File: src/rtl/seq_multiplier_8bit_if.sv
// Handshake and operand bus between the ALU and the sequential 8x8 multiplier.
// The master (ALU) issues start with operands; the slave (multiplier) returns
// busy, a one-cycle done pulse and the registered 16-bit product.
interface seq_multiplier_8bit_if;
  logic        start;
  logic [7:0]  multiplicand;
  logic [7:0]  multiplier;
  logic        busy;
  logic        done;
  logic [15:0] product;

  modport master (
    output start,
    output multiplicand,
    output multiplier,
    input  busy,
    input  done,
    input  product
  );

  modport slave (
    input  start,
    input  multiplicand,
    input  multiplier,
    output busy,
    output done,
    output product
  );
endinterface

File: src/rtl/seq_multiplier_8bit.sv
// Multi-cycle unsigned 8x8 shift-and-add multiplier with a 16-bit product.
// Operands are latched on an accepted start; one partial-product step is
// taken per RUN cycle and the product register is loaded on the edge that
// enters DONE, where done pulses for a single cycle.
// Optional build macro MUL_EARLY_TERM_EN: leave RUN as soon as the remaining
// multiplier bits are all zero, shortening latency for small multipliers.
module seq_multiplier_8bit (
  input  logic                         clk,
  input  logic                         rst,
  seq_multiplier_8bit_if.slave         mif
);

  typedef enum logic [1:0] {
    IDLE = 2'd0,
    RUN  = 2'd1,
    DONE = 2'd2
  } state_t;

  state_t      state_q;
  state_t      state_d;

  logic [15:0] a_sh;
  logic [7:0]  b_sh;
  logic [15:0] acc;
  logic [2:0]  count;
  logic [15:0] product_q;

  logic [15:0] acc_next;
  logic [7:0]  b_sh_next;
  logic        last_step;

  // One shift-and-add step: conditional accumulate and the shifted multiplier.
  always_comb begin
    acc_next  = acc;
    b_sh_next = b_sh >> 1;
    if (b_sh[0]) begin
      acc_next = acc + a_sh;
    end
`ifdef MUL_EARLY_TERM_EN
    last_step = (count == 3'd7) || (b_sh_next == 8'd0);
`else
    last_step = (count == 3'd7);
`endif
  end

  // State register; reset discards any in-flight operation.
  always_ff @(posedge clk) begin
    if (rst) begin
      state_q <= IDLE;
    end else begin
      state_q <= state_d;
    end
  end

  // Next-state decode; start is only looked at while idle.
  always_comb begin
    state_d = state_q;
    case (state_q)
      IDLE: begin
        if (mif.start) begin
          state_d = RUN;
        end
      end
      RUN: begin
        if (last_step) begin
          state_d = DONE;
        end
      end
      DONE: begin
        state_d = IDLE;
      end
      default: begin
        state_d = IDLE;
      end
    endcase
  end

  // Datapath: operand latch, per-cycle step, product load on entry to DONE.
  always_ff @(posedge clk) begin
    if (rst) begin
      a_sh      <= 16'h0000;
      b_sh      <= 8'h00;
      acc       <= 16'h0000;
      count     <= 3'd0;
      product_q <= 16'h0000;
    end else begin
      case (state_q)
        IDLE: begin
          if (mif.start) begin
            a_sh  <= {8'h00, mif.multiplicand};
            b_sh  <= mif.multiplier;
            acc   <= 16'h0000;
            count <= 3'd0;
          end
        end
        RUN: begin
          acc   <= acc_next;
          a_sh  <= a_sh << 1;
          b_sh  <= b_sh_next;
          count <= count + 3'd1;
          if (last_step) begin
            product_q <= acc_next;
          end
        end
        default: begin
        end
      endcase
    end
  end

  // Outputs decode the registered state only, so no input reaches them combinationally.
  assign mif.busy    = (state_q != IDLE);
  assign mif.done    = (state_q == DONE);
  assign mif.product = product_q;

endmodule

File: src/flat_wrapper.sv
// flat-port wrapper written by rule: the top's interface ports become plain ports
module seq_multiplier_8bit_flat 
  (clk, rst, mif_start, mif_multiplicand, mif_multiplier, mif_busy, mif_done, mif_product);
  seq_multiplier_8bit_if mif_i ();
  input  logic clk;
  input  logic rst;
  input wire logic [$bits(mif_i.start)-1:0] mif_start;
  input wire logic [$bits(mif_i.multiplicand)-1:0] mif_multiplicand;
  input wire logic [$bits(mif_i.multiplier)-1:0] mif_multiplier;
  output wire logic [$bits(mif_i.busy)-1:0] mif_busy;
  output wire logic [$bits(mif_i.done)-1:0] mif_done;
  output wire logic [$bits(mif_i.product)-1:0] mif_product;
  assign mif_i.start = mif_start;
  assign mif_i.multiplicand = mif_multiplicand;
  assign mif_i.multiplier = mif_multiplier;
  assign mif_busy = mif_i.busy;
  assign mif_done = mif_i.done;
  assign mif_product = mif_i.product;
  seq_multiplier_8bit u_core (.clk(clk), .rst(rst), .mif(mif_i));
endmodule
File: config.mk
export PLATFORM = sky130hd
export DESIGN_NAME = seq_multiplier_8bit_flat
export DESIGN_NICKNAME = d
export VERILOG_FILES = /design/src/rtl/seq_multiplier_8bit_if.sv /design/src/rtl/seq_multiplier_8bit.sv /design/src/flat_wrapper.sv
export SDC_FILE = /design/constraint.sdc
export NUM_CORES = 1
export LEC_CHECK = 0
export ABC_CLOCK_PERIOD_IN_PS = 2350
export CAP_MARGIN = 20
export CORE_UTILIZATION = 51
export CTS_BUF_LIST = sky130_fd_sc_hd__clkbuf_4 sky130_fd_sc_hd__clkbuf_8 sky130_fd_sc_hd__clkbuf_16
export CTS_CLUSTER_SIZE = 12
export DETAILED_ROUTE_END_ITERATION = 10
export PLACE_DENSITY_LB_ADDON = 0.12
export SLEW_MARGIN = 0
export SYNTH_ARGS = -nofsm -noshare
export SYNTH_HDL_FRONTEND = slang
export SYNTH_SLANG_ARGS = --single-unit
File: constraint.sdc
create_clock -name clk -period 2.35 [get_ports clk]
set_input_delay 0.235 -clock clk [delete_from_list [all_inputs] [get_ports clk]]
set_output_delay 0.235 -clock clk [all_outputs]
set_load 0.005 [all_outputs]
==> flow_metrics.env, run 1 <==
export IMPL_via_per_inst=5.79
export IMPL_ys_seq_area_share_pct=37.8
export IMPL_synth_area_leaders="dfxtp_1 (38%), nor2_1 (7.0%), ha_1 (6.6%), a22oi_1 (4.7%), a21oi_1 (4.3%)"
export IMPL_leakage_nw=1.60
export IMPL_clock_sinks=61
export IMPL_max_freq_ghz=0.439
export IMPL_r2r_slack_ns=0.07
export IMPL_syn_area_sq_um=3230
export IMPL_synth_area_leader_cell="dfxtp_1"
export IMPL_worst_pin_slew_ns=0.897
export IMPL_start_kind="flip-flop"
export IMPL_holdBufCountCts=0
export IMPL_cts_tree="done"
export IMPL_seqCellArea_sq_um=1230
export IMPL_crit_path_max_fanout=4
export IMPL_grt_max_degree=49
export IMPL_grtUsageTotal_pct=26.7
export IMPL_hold_path_depth=2
export IMPL_grt_ovfl_total=0
export IMPL_antenna_left=0
export IMPL_numCtsBuffers=9
export IMPL_grt_pass1_wl_mm=13.3
export IMPL_cts_reportedPaths_clkPinSlew_ns=0.07
export IMPL_fin_nets=470
export IMPL_utilization_pct=65.9
export IMPL_fill_cells=561
export IMPL_cp_slowest_cell="dfxtp_1"
export IMPL_std_cell_rows=28
export IMPL_ir_drop_mv=0.354
export IMPL_die_h_um=81.5
export IMPL_crit_arrival_ns=2.54
export IMPL_insertion_delay_ns=0.33
export IMPL_avgSynthCellArea_sq_um=8.30
export IMPL_final_common_cell="nor2_1"
export IMPL_wire_per_inst_um=15.8
export IMPL_cap_violations=0
export IMPL_yosysUniqueCellTypes=51
export IMPL_hpwlAfterDp_mm=5.68
export IMPL_die_w_um=81.5
export IMPL_synth_main_ff_cell="dfxtp_1"
export IMPL_initial_core_util_pct=53.6
export IMPL_hold_path_class="reg2reg"
export IMPL_period_share_pct=96.9
export IMPL_vias=2962
export IMPL_ios=37
export IMPL_drive_gt1_share_pct=14.4
export IMPL_yosys_area_top_type_share_pct=37.8
export IMPL_drv_slew=0
export IMPL_setup_viol=0
export IMPL_path_cells="ha_1, a21oi_1, nand4b_1, a2111oi_2, buf_4, nor4_1, and3b_2, or3_1, a31oi_1"
export IMPL_syn_inst=389
export IMPL_criticalPathCategory="reg2reg"
export IMPL_post_route_min_period_ns=2.28
export IMPL_hold_ws_ns=0.463
export IMPL_holdPathEnd="u_core.mif.product[12]$_SDFFE_PP0P_"
export IMPL_gp_congestion=0.866
export IMPL_portBuffers=36
export IMPL_core_sq_um=6030
export IMPL_multi_input_area_sq_um=1900
export IMPL_endpoint_kind="flip-flop"
export IMPL_final_cell_mix="nor2_1 (60), dfxtp_1 (57), clkdlybuf4s50_1 (36)"
export IMPL_rsz0062_at_grt="true"
export IMPL_diodes=0
export IMPL_first_iter_violations=223
export IMPL_synth_seq_cells=61
export IMPL_rr_worst_depth=9
export IMPL_status="finished, final reports clean"
export IMPL_wl_mm=8.11
export IMPL_fin_skew_ns=0.00905
export IMPL_power_density_nw_per_um2=552
export IMPL_drc=0
export IMPL_critical_path_max_stage_delay_ns=0.40
export IMPL_finalHoldViolCount=0
export IMPL_rr_endpoint="u_core.acc[15]$_SDFFE_PP0P_"
export IMPL_cts_htree_levels=3
export IMPL_root_buffer="clkbuf_8"
export IMPL_antenna_found_initial=0
export IMPL_fp_dieArea_sq_um=6650
export IMPL_async_flop_share_pct=0
export IMPL_clockBufferDepth=2
export IMPL_synth_edff_count=0
export IMPL_syn_nets=426
export IMPL_r2r_start="u_core.acc[1]$_SDFFE_PP0P_"
export IMPL_yosys_warnings=0
export IMPL_first_global_vias=2698
export IMPL_worstPathRequired_ns=2.61
export IMPL_slew_headroom_pct=39.8
export IMPL_min_from="u_core.mif.product[12]$_SDFFE_PP0P_"
export IMPL_firstDrtPassIters=4
export IMPL_area_growth_pct=23.1
## how the worst max path moves through the flow
stage | cells after the start | startpoint | slack, ns | endpoint
after floorplan | 8 | u_core.acc[0]$_SDFFE_PP0P_ | 0.03 | u_core.mif.product[14]$_SDFFE_PP0P_
after global placement | 8 | u_core.acc[0]$_SDFFE_PP0P_ | -0.009 | u_core.mif.product[14]$_SDFFE_PP0P_
after detailed placement | 9 | u_core.acc[0]$_SDFFE_PP0P_ | -0.08 | u_core.acc[14]$_SDFFE_PP0P_
after CTS | 10 | u_core.acc[0]$_SDFFE_PP0P_ | 0.008 | u_core.mif.product[12]$_SDFFE_PP0P_
after global routing | 10 | u_core.a_sh[0]$_SDFFE_PP0P_ | -0.08 | u_core.mif.product[12]$_SDFFE_PP0P_
final | 9 | u_core.acc[1]$_SDFFE_PP0P_ | 0.07 | u_core.acc[15]$_SDFFE_PP0P_
## Yosys cell counts, types with 8 or more instances
cell / count
a21oi_1: 28
nor2b_1: 9
mux2i_1: 8
dfxtp_1: 61
a211oi_1: 8
clkbuf_1: 25
ha_1: 17
a311oi_1: 8
xnor2_1: 12
nor2_1: 60
o21ai_0: 19
nand2_1: 30
a22oi_1: 20
## critical path: cells and delay by family (launching register included)
family,cells,cell delay [ns]
DFF,1,0.40
and+or+nand+nor,4,0.98
AOI/OAI and AO/OA,3,0.42
buffers and inverters,1,0.16
adders and majority gates,1,0.26
## power by group
| part | total [mW] | leakage, nW | switching [mW] | internal (mW) |
|---|---|---|---|---|
| Combinational | 0.272 | 1.01 | 0.150 | 0.122 |
| Clock | 0.830 | 0.0935 | 0.391 | 0.438 |
| Sequential | 1.09 | 0.497 | 0.0272 | 1.06 |
| Total | 2.19 | 1.60 | 0.569 | 1.63 |
## cells by family (layout without fill, tap and decap cells)
| logic type | count (synthesis) | after routing | share of synthesized area (%) |
|---|---|---|---|
| AND/OR/NAND/NOR | 133 | 133 | 18.6 |
| buffers and inverters | 35 | 83 | 4.30 |
| multiplexers | 8 | 8 | 2.48 |
| AO/OA/AOI/OAI | 120 | 120 | 25.8 |
| flip-flops | 61 | 61 | 37.8 |
| adder cells (fa/ha/maj) | 18 | 18 | 7.21 |
| XOR/XNOR | 14 | 14 | 3.80 |
## flip-flops by register name, indices dropped and copies added (netlist names)
| register | flops |
|---|---|
| u_core.a_sh | 16 |
| u_core.acc | 16 |
| u_core.mif.product | 16 |
| u_core.b_sh | 8 |
| u_core.count | 3 |
| u_core.state_q | 2 |
## per-stage QoR
step           setup TNS, ns  setup slack, ns  instances  power (mW)  instance area, sq um
2_1_floorplan              0           0.0279        389        1.28                  3230
3_3_place_gp         -0.0181         -0.00924        494        1.38                  3740
3_5_place_dp          -0.185          -0.0791        494        1.38                  3740
4_1_cts                    0          0.00756        509        2.20                  3920
5_1_grt               -0.127          -0.0771        512        2.28                  3970
6_report                   0           0.0734        512        2.19                  3970
## what timing repair did
item / in CTS / in global routing
setup endpoints to repair: 5 / 16
resized for setup: 2 / 12
buffers inserted: 0 / 3
pin swaps: 0 / 21
## routing by layer
layer	share of wire, %	track usage [%]	vias to the layer above
met5	0	0	-
met4	0.76	8.04	0
met3	4.8	5.78	4
met2	46	42.4	69
met1	49	35.9	1399
li1	-	-	1490
## final cells by class
class / count / share of cell area, %
multi-input combinational: 293 / 47.9
clock inverter: 2 / 0.252
clock buffer: 13 / 4.03
tap: 75 / 2.36
inverter: 6 / 0.567
timing repair buffer: 62 / 14.0
sequential: 61 / 30.9
No activity file was read; power rests on OpenSTA's default activity.
==> run 2, diff against run 1 <==
--- a/config.mk
+++ b/config.mk
@@ -6,7 +6,7 @@
 export NUM_CORES = 1
 export LEC_CHECK = 0
 export ABC_CLOCK_PERIOD_IN_PS = 2350
-export CAP_MARGIN = 20
+export CORE_MARGIN = 4
 export CORE_UTILIZATION = 51
 export CTS_BUF_LIST = sky130_fd_sc_hd__clkbuf_4 sky130_fd_sc_hd__clkbuf_8 sky130_fd_sc_hd__clkbuf_16
 export CTS_CLUSTER_SIZE = 12
==> run 2 against run 1 <==
Net effect: the flow now finishes with violations (setup timing); clock skew is 0.0051 ns lower; register-to-register slack worse by 0.08 ns; utilization is 1.2 points higher; worst setup slack worse by 0.079 ns; critical endpoint is now u_core.mif.product[14]$_SDFFE_PP0P_.
==> flow_metrics.env, run 2 (same netlist as run 1, synthesis figures left out) <==
export IMPL_ir_drop_mv=0.355
export IMPL_antenna_left=0
export IMPL_setup_viol=1
export IMPL_gp_congestion=0.989
export IMPL_crit_path_max_fanout=4
export IMPL_fp_dieArea_sq_um=7660
export IMPL_max_freq_ghz=0.425
export IMPL_root_buffer="clkbuf_8"
export IMPL_utilization_pct=67.1
export IMPL_core_sq_um=6030
export IMPL_placed_area_sq_um=3730
export IMPL_endpoint_kind="flip-flop"
export IMPL_post_route_min_period_ns=2.36
export IMPL_cts_reportedPaths_clkPinSlew_ns=0.06
export IMPL_grt_max_degree=49
export IMPL_fin_tns_setup_ns=-0.00549
export IMPL_dp_cells=493
export IMPL_drive_gt1_share_pct=15.3
export IMPL_grtUsageTotal_pct=21.7
export IMPL_numCtsBuffers=9
export IMPL_hold_path_depth=2
export IMPL_hold_path_class="reg2reg"
export IMPL_status="finished, violations left"
export IMPL_rr_worst_depth=8
export IMPL_r2r_slack_ns=-0.005
export IMPL_initial_core_util_pct=53.6
export IMPL_cts_htree_levels=3
export IMPL_grt_ovfl_total=0
export IMPL_critPathLaunch="u_core.acc[1]$_SDFFE_PP0P_"
export IMPL_firstDrtPassIters=4
export IMPL_leakage_nw=1.62
export IMPL_power_density_nw_per_um2=563
export IMPL_wl_mm=7.89
export IMPL_cap_violations=0
export IMPL_critical_path_max_stage_delay_ns=0.46
export IMPL_fill_cells=502
export IMPL_hpwlAfterDp_mm=5.39
export IMPL_final_common_cell="nor2_1"
export IMPL_slew_headroom_pct=62.8
export IMPL_first_global_vias=2784
export IMPL_antenna_found_initial=0
export IMPL_via_per_inst=5.81
export IMPL_vias=2978
export IMPL_ios=37
export IMPL_worstPathRequired_ns=2.57
export IMPL_holdPathEnd="u_core.mif.product[12]$_SDFFE_PP0P_"
export IMPL_fin_area_sq_um=4050
export IMPL_fin_cells=513
export IMPL_holdBufCountCts=0
export IMPL_die_w_um=87.5
export IMPL_insertion_delay_ns=0.33
export IMPL_crit_arrival_ns=2.58
export IMPL_portBuffers=36
export IMPL_drc=0
export IMPL_total_power_mw=2.28
export IMPL_met1_usage_pct=29.2
export IMPL_rsz0062_at_grt="true"
export IMPL_worst_pin_slew_ns=0.558
export IMPL_r2r_start="u_core.acc[1]$_SDFFE_PP0P_"
export IMPL_clockBufferDepth=2
export IMPL_diodes=0
export IMPL_grtUsageMet2_pct=34.9
export IMPL_grt_pass1_wl_mm=13.1
export IMPL_top_usage_layer="met2"
export IMPL_drv_slew=0
export IMPL_cts_tree="done"
export IMPL_fin_skew_ns=0.00394
export IMPL_start_kind="flip-flop"
export IMPL_first_iter_violations=256
export IMPL_std_cell_rows=28
export IMPL_period_share_pct=100
export IMPL_grtUsageMet3_pct=4.42
export IMPL_fin_nets=470
export IMPL_clock_sinks=61
export IMPL_wire_per_inst_um=15.4
export IMPL_path_cells="buf_4, fa_1, a211oi_2, o21bai_1, a21o_1, a221oi_2, xnor2_1, o31a_1"
export IMPL_cp_slowest_cell="fa_1"
export IMPL_area_growth_pct=25.4
export IMPL_criticalPathCategory="reg2reg"
export IMPL_setup_ws_ns=-0.00549
export IMPL_seqCellArea_sq_um=1230
export IMPL_violations="setup timing"
export IMPL_min_from="u_core.mif.product[12]$_SDFFE_PP0P_"
export IMPL_final_cell_mix="nor2_1 (60), dfxtp_1 (57), clkdlybuf4s50_1 (36)"
export IMPL_multi_input_area_sq_um=1940
export IMPL_rr_endpoint="u_core.mif.product[14]$_SDFFE_PP0P_"
export IMPL_die_h_um=87.5
export IMPL_finalHoldViolCount=0
[run 2: changes by cell type in the layout (fill, tap and decap cells not counted), sizes merged]
cell | previous run | this run
clkbuf | 13 | 16
clkinv | 2 | 0
[run 2: repair_timing]
action                                  4_1_cts  5_1_grt
buffers inserted                              0        4
pin swaps                                     2        9
gates resized for setup                       1       18
endpoints found under the setup margin        5        7
[run 2: cell type report]
cell class	instances	share of cell area, %
Multi-Input combinational cell	293	48.0
Sequential cell	61	30.4
Timing Repair Buffer	62	13.7
Clock buffer	16	4.98
Tap cell	75	2.32
Inverter	6	0.557
[run 2: per-stage QoR]
| stage | hold WS, ns | setup slack, ns |
|---|---|---|
| 4_1_cts | 0.460 | 0.0253 |
| 3_3_place_gp | 0.452 | -0.0375 |
| 5_1_grt | 0.492 | -0.127 |
| 3_5_place_dp | 0.455 | -0.0743 |
| 6_report | 0.458 | -0.00549 |
| 2_1_floorplan | 0.397 | 0.0279 |
[run 2: metal layers]
layer | vias to the layer above | share of wire (%)
li1 | 1500 | -
met1 | 1390 | 47
met2 | 80 | 47
met3 | 8 | 5.3
met4 | 0 | 1.1
met5 | - | 0
[run 2: power by group]
part	total [mW]	switching, mW	leakage [nW]	internal, mW
registers	1.09	0.0268	0.498	1.06
clock network	0.910	0.375	0.107	0.535
logic	0.279	0.152	1.01	0.127
total	2.28	0.554	1.62	1.73
[run 2: worst max path at each step]
| stage | end | depth (start not counted) |
|---|---|---|
| floorplan | u_core.mif.product[14]$_SDFFE_PP0P_ | 8 |
| global placement | u_core.acc[14]$_SDFFE_PP0P_ | 9 |
| detailed placement | u_core.mif.product[14]$_SDFFE_PP0P_ | 8 |
| CTS | u_core.mif.product[15]$_SDFFE_PP0P_ | 9 |
| global route | u_core.acc[15]$_SDFFE_PP0P_ | 9 |
| finish | u_core.mif.product[14]$_SDFFE_PP0P_ | 8 |
[run 2: critical path, delay by kind of cell (launching register included)]
kind | cells | cell delay (ns)
AO/OA/AOI/OAI | 5 | 1.18
XOR/XNOR | 1 | 0.12
buffers and inverters | 1 | 0.14
adder cells (fa/ha/maj) | 1 | 0.46
flip-flops | 1 | 0.36
